<file path="config.mk">
export PLATFORM = sky130hd
export DESIGN_NAME = pipe_stage_regs
export DESIGN_NICKNAME = d
export VERILOG_FILES = /design/src/rtl/pipe_pkg.sv /design/src/rtl/stage_latch.sv /design/src/rtl/pipe_stage_regs.sv
export SDC_FILE = /design/constraint.sdc
export NUM_CORES = 1
export LEC_CHECK = 0
export BUFFER_PORTS_ARGS = -buffer_cell sky130_fd_sc_hd__buf_2
export CORE_AREA = 2 2 254 256
export CTS_CLUSTER_DIAMETER = 150
export DETAILED_ROUTE_END_ITERATION = 6
export DIE_AREA = 0 0 256 258
export HOLD_SLACK_MARGIN = 0.1
export PLACE_DENSITY = 0.53
export SLEW_MARGIN = 15
export SYNTH_ARGS = -nofsm -noshare
export SYNTH_HDL_FRONTEND = slang
export SYNTH_SLANG_ARGS = --single-unit
</file>
<file path="constraint.sdc">
create_clock -name clock -period 2.2 [get_ports clock]
set_clock_uncertainty 0.05 [all_clocks]
set_input_delay 0.44 -clock clock [delete_from_list [all_inputs] [get_ports clock]]
set_output_delay 0.44 -clock clock [all_outputs]
set_load 0.02 [all_outputs]
</file>
<file path="src/rtl/pipe_pkg.sv">
// Shared constants for the processor pipeline latch banks.
//   PIPE_WIDTH    : default width of every IR/PC/data word
//   PIPE_NOP_WORD : all-zero instruction used for reset and bubbles
//   *_WORDS       : number of words carried by each bank
//   IDX_*         : word slot of each field inside a bank
package pipe_pkg;

    localparam int unsigned PIPE_WIDTH = 32;

    localparam logic [PIPE_WIDTH-1:0] PIPE_NOP_WORD = 32'h0000_0000;

    localparam int unsigned FD_WORDS = 2;
    localparam int unsigned DX_WORDS = 4;
    localparam int unsigned MW_WORDS = 4;

    // IR always lives in slot 0 so the latch can bubble it without knowing the bank type
    localparam int unsigned IDX_IR = 0;
    localparam int unsigned IDX_PC = 1;
    localparam int unsigned IDX_A  = 2;
    localparam int unsigned IDX_B  = 3;
    localparam int unsigned IDX_O  = 2;
    localparam int unsigned IDX_D  = 3;

endpackage

</file>
<file path="src/rtl/stage_latch.sv">
// N-word pipeline latch with load enable, bubble flush and sync active-low reset.
//   i_clk    : clock, updates on rising edge
//   i_rst_n  : synchronous active-low reset; word 0 <- NOP_WORD, others <- 0
//   i_en     : load enable; when low every word holds and i_flush is ignored
//   i_flush  : with i_en high, word 0 loads NOP_WORD instead of its input
//   i_words  : input words, word 0 is the instruction word
//   o_words  : registered words
module stage_latch
    import pipe_pkg::*;
#(
    parameter int unsigned          N_WORDS  = 2,
    parameter int unsigned          WIDTH    = PIPE_WIDTH,
    parameter logic [WIDTH-1:0]     NOP_WORD = WIDTH'(PIPE_NOP_WORD)
) (
    input  logic                            i_clk,
    input  logic                            i_rst_n,
    input  logic                            i_en,
    input  logic                            i_flush,
    input  logic [N_WORDS-1:0][WIDTH-1:0]   i_words,
    output logic [N_WORDS-1:0][WIDTH-1:0]   o_words
);

    logic [N_WORDS-1:0][WIDTH-1:0] r_words;

    // Reset beats enable; enable gates both the load and the flush
    always_ff @(posedge i_clk) begin
        if (!i_rst_n) begin
            r_words    <= '0;
            r_words[0] <= NOP_WORD;
        end else if (i_en) begin
            r_words <= i_words;
            if (i_flush) begin
                r_words[0] <= NOP_WORD;
            end
        end
    end

    assign o_words = r_words;

endmodule

</file>
<file path="src/rtl/pipe_stage_regs.sv">
// FD, DX and MW pipeline latch banks of the five-stage processor.
// The parent feeds the inverted processor clock, so these latches update mid-cycle.
//   clock                : rising-edge clock for all banks
//   reset                : synchronous active-low reset of all banks
//   fd_en / fd_flush     : FD load enable / bubble request
//   fd_ir_in, fd_pc_in   : fetched instruction and next PC
//   fd_*_out             : registered FD contents
//   dx_en / dx_flush     : DX load enable / bubble request
//   dx_{ir,pc,a,b}_in    : decoded IR, PC, regfile A/B data
//   dx_*_out             : registered DX contents
//   mw_en / mw_flush     : MW load enable / bubble request
//   mw_{ir,pc,o,d}_in    : IR, PC, ALU result, dmem read data
//   mw_*_out             : registered MW contents
module pipe_stage_regs
    import pipe_pkg::*;
#(
    parameter int unsigned      WIDTH    = PIPE_WIDTH,
    parameter logic [WIDTH-1:0] NOP_WORD = WIDTH'(PIPE_NOP_WORD)
) (
    input  logic             clock,
    input  logic             reset,

    input  logic             fd_en,
    input  logic             fd_flush,
    input  logic [WIDTH-1:0] fd_ir_in,
    input  logic [WIDTH-1:0] fd_pc_in,
    output logic [WIDTH-1:0] fd_ir_out,
    output logic [WIDTH-1:0] fd_pc_out,

    input  logic             dx_en,
    input  logic             dx_flush,
    input  logic [WIDTH-1:0] dx_ir_in,
    input  logic [WIDTH-1:0] dx_pc_in,
    input  logic [WIDTH-1:0] dx_a_in,
    input  logic [WIDTH-1:0] dx_b_in,
    output logic [WIDTH-1:0] dx_ir_out,
    output logic [WIDTH-1:0] dx_pc_out,
    output logic [WIDTH-1:0] dx_a_out,
    output logic [WIDTH-1:0] dx_b_out,

    input  logic             mw_en,
    input  logic             mw_flush,
    input  logic [WIDTH-1:0] mw_ir_in,
    input  logic [WIDTH-1:0] mw_pc_in,
    input  logic [WIDTH-1:0] mw_o_in,
    input  logic [WIDTH-1:0] mw_d_in,
    output logic [WIDTH-1:0] mw_ir_out,
    output logic [WIDTH-1:0] mw_pc_out,
    output logic [WIDTH-1:0] mw_o_out,
    output logic [WIDTH-1:0] mw_d_out
);

    logic [FD_WORDS-1:0][WIDTH-1:0] w_fd_d;
    logic [FD_WORDS-1:0][WIDTH-1:0] w_fd_q;
    logic [DX_WORDS-1:0][WIDTH-1:0] w_dx_d;
    logic [DX_WORDS-1:0][WIDTH-1:0] w_dx_q;
    logic [MW_WORDS-1:0][WIDTH-1:0] w_mw_d;
    logic [MW_WORDS-1:0][WIDTH-1:0] w_mw_q;

    // FD bank: IR, PC
    assign w_fd_d[IDX_IR] = fd_ir_in;
    assign w_fd_d[IDX_PC] = fd_pc_in;

    stage_latch #(
        .N_WORDS  (FD_WORDS),
        .WIDTH    (WIDTH),
        .NOP_WORD (NOP_WORD)
    ) u_fd (
        .i_clk   (clock),
        .i_rst_n (reset),
        .i_en    (fd_en),
        .i_flush (fd_flush),
        .i_words (w_fd_d),
        .o_words (w_fd_q)
    );

    assign fd_ir_out = w_fd_q[IDX_IR];
    assign fd_pc_out = w_fd_q[IDX_PC];

    // DX bank: IR, PC, operand A, operand B
    assign w_dx_d[IDX_IR] = dx_ir_in;
    assign w_dx_d[IDX_PC] = dx_pc_in;
    assign w_dx_d[IDX_A]  = dx_a_in;
    assign w_dx_d[IDX_B]  = dx_b_in;

    stage_latch #(
        .N_WORDS  (DX_WORDS),
        .WIDTH    (WIDTH),
        .NOP_WORD (NOP_WORD)
    ) u_dx (
        .i_clk   (clock),
        .i_rst_n (reset),
        .i_en    (dx_en),
        .i_flush (dx_flush),
        .i_words (w_dx_d),
        .o_words (w_dx_q)
    );

    assign dx_ir_out = w_dx_q[IDX_IR];
    assign dx_pc_out = w_dx_q[IDX_PC];
    assign dx_a_out  = w_dx_q[IDX_A];
    assign dx_b_out  = w_dx_q[IDX_B];

    // MW bank: IR, PC, ALU result, memory data
    assign w_mw_d[IDX_IR] = mw_ir_in;
    assign w_mw_d[IDX_PC] = mw_pc_in;
    assign w_mw_d[IDX_O]  = mw_o_in;
    assign w_mw_d[IDX_D]  = mw_d_in;

    stage_latch #(
        .N_WORDS  (MW_WORDS),
        .WIDTH    (WIDTH),
        .NOP_WORD (NOP_WORD)
    ) u_mw (
        .i_clk   (clock),
        .i_rst_n (reset),
        .i_en    (mw_en),
        .i_flush (mw_flush),
        .i_words (w_mw_d),
        .o_words (w_mw_q)
    );

    assign mw_ir_out = w_mw_q[IDX_IR];
    assign mw_pc_out = w_mw_q[IDX_PC];
    assign mw_o_out  = w_mw_q[IDX_O];
    assign mw_d_out  = w_mw_q[IDX_D];

endmodule

</file>
Yosys cells after proc, flatten, opt, wreduce, memory -nomap -nowiden
Cells that the tools add are included.
Widths: inputs -> output; s select.
- muxes and demuxes: 3
- operators by type and width (cell ; count):
    $mux 32 ; 3
- output and inout bits: 320
- bits of input ports: 328
- word-level logic and storage cells: 13
- register bits: 320

Depth between registers and ports, before layout
Gate-level depths: netlist of the first run.
- depth after elaboration: 1
- gate-level depth with buffers: 5
- gate-level depth less buffers: 2

Modules after synthesis
A second synthesis of the first run with hierarchy kept.
- cells, all modules: 1150
- area total of the unflattened synthesis: 12409.4 um2
- modules (own cells, without submodules) (module ; area each (um2) ; cells an instance ; seq. area each (um2) ; times used):
    stage_latch (u_dx ...) ; 4981.0 ; 452 ; 2562.5 ; 2
    stage_latch (u_fd) ; 2447.3 ; 246 ; 1281.2 ; 1

Worst setup path before layout of the first run
Ideal clock, no wire load.
- path kind: input port to flip-flop
- from: input port dx_en
- to: register u_dx.r_words, in the netlist u_dx.o_words[100]
- path buffers: 3
- path slack: 969 ps
- cell stages on the path: 5
- data required time: 2034 ps
- library setup time: 116 ps
- data arrival time: 1065 ps
- cell sequence: buf_4 buf_12 buf_12 mux2i_1 nor2b_1
- RTL lines (element ; line ; source):
    from (decl) ; pipe_stage_regs.sv:30 ; input logic dx_en,
    to (signal assigned) ; stage_latch.sv:31 ; r_words <= i_words;
    to (decl) ; stage_latch.sv:23 ; logic [N_WORDS-1:0][WIDTH-1:0] r_words;

Worst setup path after layout of the first run
- from: register u_mw.r_words, in the netlist u_mw.o_words[63]
- to: output port mw_pc_out[31]
- RTL lines (element ; line ; source):
    from (decl) ; stage_latch.sv:23 ;
    from (signal assigned) ; stage_latch.sv:31 ;
    to (decl) ; pipe_stage_regs.sv:48 ; output logic [WIDTH-1:0] mw_pc_out,
No word-level cell between the ends.

==> results.toml, run 1 <==
[floorplanning]
initial_utilization_pct = 19.5
rows = 93
dieArea_mm2 = 0.0660
die_h_um = 258
coreArea_mm2 = 0.0636
dieWidth_um = 256
ios = 648

[clock_network]
htree_levels = 2
tritoncts = "yes"
cts_buffers = 38
path_clk_slew_ps = 60
cts_resized = 0
clockBufferDepth = 3
root_buffer = "clkbuf_16"
clkSinkCount = 320
postCtsSetupRepairBufs = 0
clk_latency_ps = 530

[cells_and_area]
drive_gt1_share_pct = 35.3
final_cell_area_mm2 = 0.0204
n_fill_cell = 6481
area_growth_pct = 64.6
final_common_cell = "buf_2"
multi_input_area_mm2 = 0.00524
seqCellArea_mm2 = 0.00641
mostFrequentLayoutCells = "buf_2 (644), dfxtp_1 (320), dlygate4sd3_1 (280)"
nets = 2387

[global_routing]
grt_max_degree = 76
grt_pass1_vias = 12100
busiest_layer = "met2"
grtUsageMet1_pct = 13.4
grt-ovfl-total = 0
antenna_found_initial = 1
use_met2_pct = 21.6
grt_pass1_wl_mm = 65.7
grt_use_total_pct = 12.3
use_met3_pct = 3.84

[yosys]
syn-mean-instance-area_um2 = 10.8
syn-cell-area_mm2 = 0.0124
syn_inst = 1151
yosysWarnings = 0
synth.area.top_cells = "dfxtp_1 (52%), mux2i_1 (18%), nor2b_1 (11%), nand3b_1 (5.8%), o21ai_0 (3.3%)"
syn_nets = 1479
synth_cell_types = 16
yosys.area.top_type = "dfxtp_1"
ys_ff_latch = 320
yosysTopAreaCellShare_pct = 51.6
yosysSeqAreaShare_pct = 51.6

[timing]
fin_ws_ps = 568
slew_viol_final = 0
fmax_mhz = 613
fin_crit_ps = 1630
slew_headroom_pct = 70.0
worstMarginPinSlew_ps = 450
tns_ps = 0
finalSetupViolCount = 0
hold_viol = 0
fin_crit_sh_pct = 74.2
rsz0062_at_grt = "false"

[placement]
place.gp.congestion = 0.903
io_buffers = 647
dp_slack_ps = 569
hpwl_mm = 30.2
dpl-instance-area_mm2 = 0.0164

[worst_setup_path]
cp_top_family = "flip-flops"
critPathLaunchType = "flip-flop"
slowest_stage = "dfxtp_1"
end_kind = "primary output"
critPathMaxStageDelay_ps = 410
critical_path_class = "flip-flop to primary output"
path_depth = 1
path_cells = "buf_2"
cp_num_buf_inv = 1
cp.arrival_ps = 1140
r2r_cells = 2
required_ps = 1710
path_max_fanout = 2

[routing]
wirelength_mm = 42.8
drc = 0
ant_nets = 0
dr_total_vias = 11500
drt_iter0_drc = 549
viasPerCell = 3.90
first_pass_iters = 4
wl_per_cell_um = 14.5

[min_path]
hold_class = "input port to flip-flop"
holdPathStages = 3

[power]
power_per_cell_area_mw_per_mm2 = 732
ir_drop_mv = 0.503
leakage_nw = 9.75

[run]
max_cap_violations = 0

[outcome]
outcome = "finished clean"
==> layer usage <==
| metal | routed length [µm] | vias to the layer above | share of wire [%] |
|---|---|---|---|
| met3 | 3190 | 103 | 7.5 |
| met1 | 16900 | 5259 | 39 |
| met4 | 1840 | 0 | 4.3 |
| li1 | - | 5668 | - |
| met5 | 0 | - | 0 |
| met2 | 20900 | 441 | 49 |
==> through the flow <==
stage / total power [W] / hold WS, ps / util (%) / std cells
2_1_floorplan: 0.00755 / 494 / - / 1151
3_3_place_gp: 0.00831 / 405 / 25.7 / 2594
3_5_place_dp: 0.00834 / 411 / 25.7 / 2594
4_1_cts: 0.0152 / 100 / 32.1 / 2939
5_1_grt: 0.0156 / 117 / 32.1 / 2940
6_report: 0.0149 / 143 / 32.1 / 2941
==> worst paths after layout <==
check                                 startpoint               end  slack [ps]
worst max-delay path            u_mw.o_words[63]     mw_pc_out[31]         570
worst min-delay path                fd_pc_in[10]  u_fd.o_words[42]         140
worst max register to register  u_mw.o_words[93]  u_mw.o_words[93]        1470
worst min register to register  u_mw.o_words[17]  u_mw.o_words[17]         420
==> flip-flops by register name (all words and copies together) (netlist names) <==
signal,flops
u_dx.o_words,128
u_fd.o_words,64
u_mw.o_words,128
==> power breakdown <==
group / switching [W] / internal, W
logic: 0.00118 / 0.00116
registers: 0.000164 / 0.00611
clock network: 0.00247 / 0.00385
total: 0.00381 / 0.0111
==> layout make-up <==
cell class                 count  area share, %
antenna                        2         0.0245
clock buffer                  58           5.68
clock inverter                 7          0.447
multi-input combinational    739           25.6
sequential                   320           31.4
tap                          855           5.24
timing repair buffer         960           31.6
==> cells by family (layout without fill, tap and decap cells) <==
family / Yosys count / after routing / synth area share (%)
AOI/OAI and AO/OA: 93 / 93 / 3.75
buffers and inverters: 92 / 1025 / 6.16
DFF: 320 / 320 / 51.6
muxes: 224 / 224 / 18.1
other: 0 / 2 / 0
and+or+nand+nor: 422 / 422 / 20.4
==> worst register-to-register path, stage by stage (launching register included) <==
cell,delay (ps)
dfxtp_1,380
mux2i_1,90
nor2b_1,140
==> synth_stat cells <==
cell / number
buf_12: 16
buf_2: 35
buf_4: 6
buf_6: 9
buf_8: 2
clkbuf_1: 22
clkbuf_2: 2
dfxtp_1: 320
mux2i_1: 224
nand2_1: 96
nand2b_1: 3
nand3b_1: 96
nand4b_1: 3
nor2b_1: 224
o21ai_0: 81
o21ai_1: 12
==> repair_timing <==
action,CTS,global route
endpoints found under the setup margin,0,0
hold buffers,280,0
endpoints found under the hold margin,280,0
No activity file was read; power rests on OpenSTA's default activity.
==> inputs of run 2 (changes only) <==
Clock period 2.2 ns to 1.7 ns, I/O delays scaled along.
==> results.toml, run 2 (synthesis gave the netlist of run 1 again) <==
[floorplanning]
dieWidth_um = 256
initial_utilization_pct = 19.5
dieArea_mm2 = 0.0660
rows = 93
die_h_um = 258
coreArea_mm2 = 0.0636
ios = 648

[routing]
ant_nets = 0
wl_per_cell_um = 14.7
viasPerCell = 3.95
first_pass_iters = 4
dr_total_vias = 11800
wirelength_mm = 44.2
drc = 0
drt_iter0_drc = 539

[cells_and_area]
drive_gt1_share_pct = 34.9
area_growth_pct = 69.4
mostFrequentLayoutCells = "buf_2 (644), dlygate4sd3_1 (329), dfxtp_1 (320)"
final_common_cell = "buf_2"
nets = 2448

[clock_network]
htree_levels = 2
tritoncts = "yes"
cts_resized = 0
cts_buffers = 37
root_buffer = "clkbuf_16"
clockBufferDepth = 3
path_clk_slew_ps = 50
clk_latency_ps = 540
clkSinkCount = 320

[global_routing]
grt_max_degree = 54
grtUsageMet1_pct = 13.6
use_met3_pct = 3.41
busiest_layer = "met2"
antenna_found_initial = 1
grt_use_total_pct = 12.7
grt_pass1_vias = 12500
grt_pass1_wl_mm = 67.7
grt-ovfl-total = 0
use_met2_pct = 22.9

[timing]
hold_viol = 0
worstMarginPinSlew_ps = 411
finalSetupViolCount = 0
fin_ws_ps = 167
fin_crit_ps = 1530
rsz0062_at_grt = "false"
slew_viol_final = 0
tns_ps = 0
fmax_mhz = 652
slew_headroom_pct = 72.6
fin_crit_sh_pct = 90.2
whs_ps = 134

[power]
power_per_cell_area_mw_per_mm2 = 924
ir_drop_mv = 0.575
leakage_nw = 10.0

[min_path]
hold_class = "input port to flip-flop"
hold_start = "reset"

[worst_setup_path]
slowest_stage = "dfxtp_1"
required_ps = 1310
cp_top_family = "flip-flops"
critPathMaxStageDelay_ps = 410
critical_path_class = "flip-flop to primary output"
r2r-start = "u_dx.o_words[75]"
end_kind = "primary output"
critical_path.startpoint = "u_dx.o_words[105]"
cp_num_buf_inv = 1
cp.arrival_ps = 1140
path_max_fanout = 2
critPathLaunchType = "flip-flop"
path_cells = "buf_2"

[placement]
dp_slack_ps = 256
hpwl_mm = 30.7
io_buffers = 647
place.gp.congestion = 0.893

[outcome]
outcome = "finished clean"

[run]
max_cap_violations = 0
[run 2: worst min-delay path, delay by kind of cell]
kind,cells,cell delay (ps)
compound gates,1,60
buf+inv,1,140
simple gates,1,90
[run 2: power by group]
group          switching, W  internal (W)  total (W)  leakage, nW
Combinational       0.00157       0.00160    0.00317         6.78
Clock               0.00317       0.00495    0.00812        0.601
Sequential         0.000218       0.00791    0.00813         2.63
[run 2: worst paths after layout]
check                     endpoint  cells after the start  slack (ps)
setup / recovery       dx_b_out[9]                      1         170
setup reg to reg  u_dx.o_words[75]                      3         470
hold / removal    u_dx.o_words[12]                      3         130
hold reg to reg   u_mw.o_words[29]                      2         420
[run 2: cell type report]
type / instances / area, µm²
Timing Repair Buffer: 1022 / 7060
Antenna cell: 1 / 2.50
Sequential cell: 320 / 6410
Fill cell: 6422 / 42600
Multi-Input combinational cell: 739 / 5240
Tap cell: 855 / 1070
Clock buffer: 55 / 1110
Clock inverter: 9 / 133
[run 2: repair_timing]
| action | in CTS | in global routing |
|---|---|---|
| hold buffers | 329 | 0 |
| buffers inserted | 0 | 0 |
| hold endpoints to repair | 319 | 0 |
[run 2: per-layer routing]
metal	share of wire, %	vias up
li1	-	5785
met4	5.0	0
met3	6.5	115
met2	50	490
met5	0	-
met1	39	5452
[run 2: stage by stage]
stage | area (µm²) | power, W | utilization, % | instances
floorplan | 12400 | 0.00978 | - | 1151
global placement | 16500 | 0.0108 | 25.9 | 2607
detailed placement | 16500 | 0.0108 | 25.9 | 2607
CTS | 21000 | 0.0197 | 33.0 | 3000
global route | 21000 | 0.0202 | 33.0 | 3001
finish | 21000 | 0.0194 | 33.0 | 3001
==> inputs of run 3 (changes only) <==
Settings changed: CORE_AREA 2 2 254 256 to 2 2 255 257, DIE_AREA 0 0 256 258 to 0 0 257 259, SLEW_MARGIN 15 to default.
==> results.toml, run 3 (synthesis gave the netlist of run 1 again) <==
[clock_network]
clkSinkCount = 320
cts_buffers = 38
cts_resized = 0
path_clk_slew_ps = 60
cts.hold.buffers_added = 326
htree_levels = 2
root_buffer = "clkbuf_16"
clockBufferDepth = 3
tritoncts = "yes"
postCtsSetupRepairBufs = 0
clk_latency_ps = 540

[cells_and_area]
n_fill_cell = 6442
mostFrequentLayoutCells = "buf_2 (644), dlygate4sd3_1 (326), dfxtp_1 (320)"
drive_gt1_share_pct = 34.9
final_common_cell = "buf_2"
diodes = 0
area_growth_pct = 68.6
nets = 2436
seqCellArea_mm2 = 0.00641
multi_input_area_mm2 = 0.00524

[floorplanning]
dieArea_mm2 = 0.0666
initial_utilization_pct = 19.4
rows = 93
ios = 648
die_h_um = 259
coreArea_mm2 = 0.0639
dieWidth_um = 257

[worst_setup_path]
path_cells = "buf_2"
critical_path_class = "flip-flop to primary output"
cp_top_family = "flip-flops"
required_ps = 1310
cp_num_buf_inv = 1
slowest_stage = "dfxtp_1"
worst-r2r-setup-slack_ps = 520
path_max_fanout = 2
critPathMaxStageDelay_ps = 400
end_kind = "primary output"
cp.arrival_ps = 1130
critPathLaunchType = "flip-flop"

[timing]
slew_headroom_pct = 75.2
fin_crit_ps = 1520
fin_crit_sh_pct = 89.6
finalSetupViolCount = 0
hold_viol = 0
rsz0062_at_grt = "false"
slew_viol_final = 0
worstMarginPinSlew_ps = 372
tns_ps = 0
fmax_mhz = 656

[routing]
first_pass_iters = 4
wl_per_cell_um = 14.2
wirelength_mm = 42.5
viasPerCell = 3.90
dr_total_vias = 11700
drc = 0
ant_nets = 0
drt_iter0_drc = 503

[global_routing]
use_met3_pct = 3.19
grtUsageMet1_pct = 13.2
antenna_found_initial = 1
grt_use_total_pct = 11.9
grt-ovfl-total = 0
use_met2_pct = 21.1
grt_pass1_wl_mm = 64.3
busiest_layer = "met2"
grt_max_degree = 71
grt_pass1_vias = 12200

[placement]
place.gp.congestion = 0.820
hpwl_mm = 29.9
io_buffers = 647

[run]
max_cap_violations = 0

[power]
power_w = 0.0194
ir_drop_mv = 0.665
power_per_cell_area_mw_per_mm2 = 929
leakage_nw = 9.97

[outcome]
outcome = "finished clean"

[min_path]
hold_class = "input port to flip-flop"
run 3: cell count changes in the layout (fill, tap and decap cells not counted):
| cell | previous run | this run |
|---|---|---|
| clkbuf_1 | 9 | 6 |
| diode_2 | 1 | 0 |
| buf_4 | 33 | 25 |
| clkinv_2 | 2 | 7 |
| bufinv_16 | 3 | 1 |
| clkbuf_8 | 7 | 10 |
| clkbuf_16 | 39 | 41 |
| inv_6 | 1 | 0 |
| buf_12 | 13 | 11 |
| dlygate4sd3_1 | 329 | 326 |
run 3: routing by layer:
layer	wire length (µm)	up-vias
li1	-	5756
met1	17300	5327
met2	20600	475
met3	2930	100
met4	1670	0
met5	0	-
run 3: worst paths after layout:
kind,to,cells after the start,from
setup reg to reg,u_dx.o_words[7],3,u_dx.o_words[7]
setup / recovery,dx_pc_out[2],1,u_dx.o_words[34]
hold / removal,u_dx.o_words[12],3,dx_ir_in[12]
hold reg to reg,u_mw.o_words[27],2,u_mw.o_words[27]
run 3: where the power goes:
group | switching (W) | internal (W) | leakage [nW]
clock | 0.00323 | 0.00497 | 0.630
combinational | 0.00154 | 0.00157 | 6.70
sequential | 0.000209 | 0.00791 | 2.63
run 3: per-stage QoR:
| stage | setup WS, ps | instance area (µm²) | std cells | util, % | hold slack [ps] |
|---|---|---|---|---|---|
| 6_report | 177 | 20900 | 2991 | 32.7 | 146 |
| 5_1_grt | 114 | 20900 | 2991 | 32.7 | 119 |
| 4_1_cts | 109 | 20900 | 2991 | 32.7 | 103 |
| 3_5_place_dp | 268 | 16400 | 2597 | 25.6 | 411 |
| 3_3_place_gp | 291 | 16400 | 2597 | 25.6 | 404 |
| 2_1_floorplan | 569 | 12400 | 1151 | - | 423 |
run 3: area by class of cell:
class | count | area share [%]
Tap cell | 855 | 5.11
Clock inverter | 11 | 0.425
Multi-Input combinational cell | 739 | 25.0
Timing Repair Buffer | 1009 | 33.1
Sequential cell | 320 | 30.6
Clock buffer | 57 | 5.67
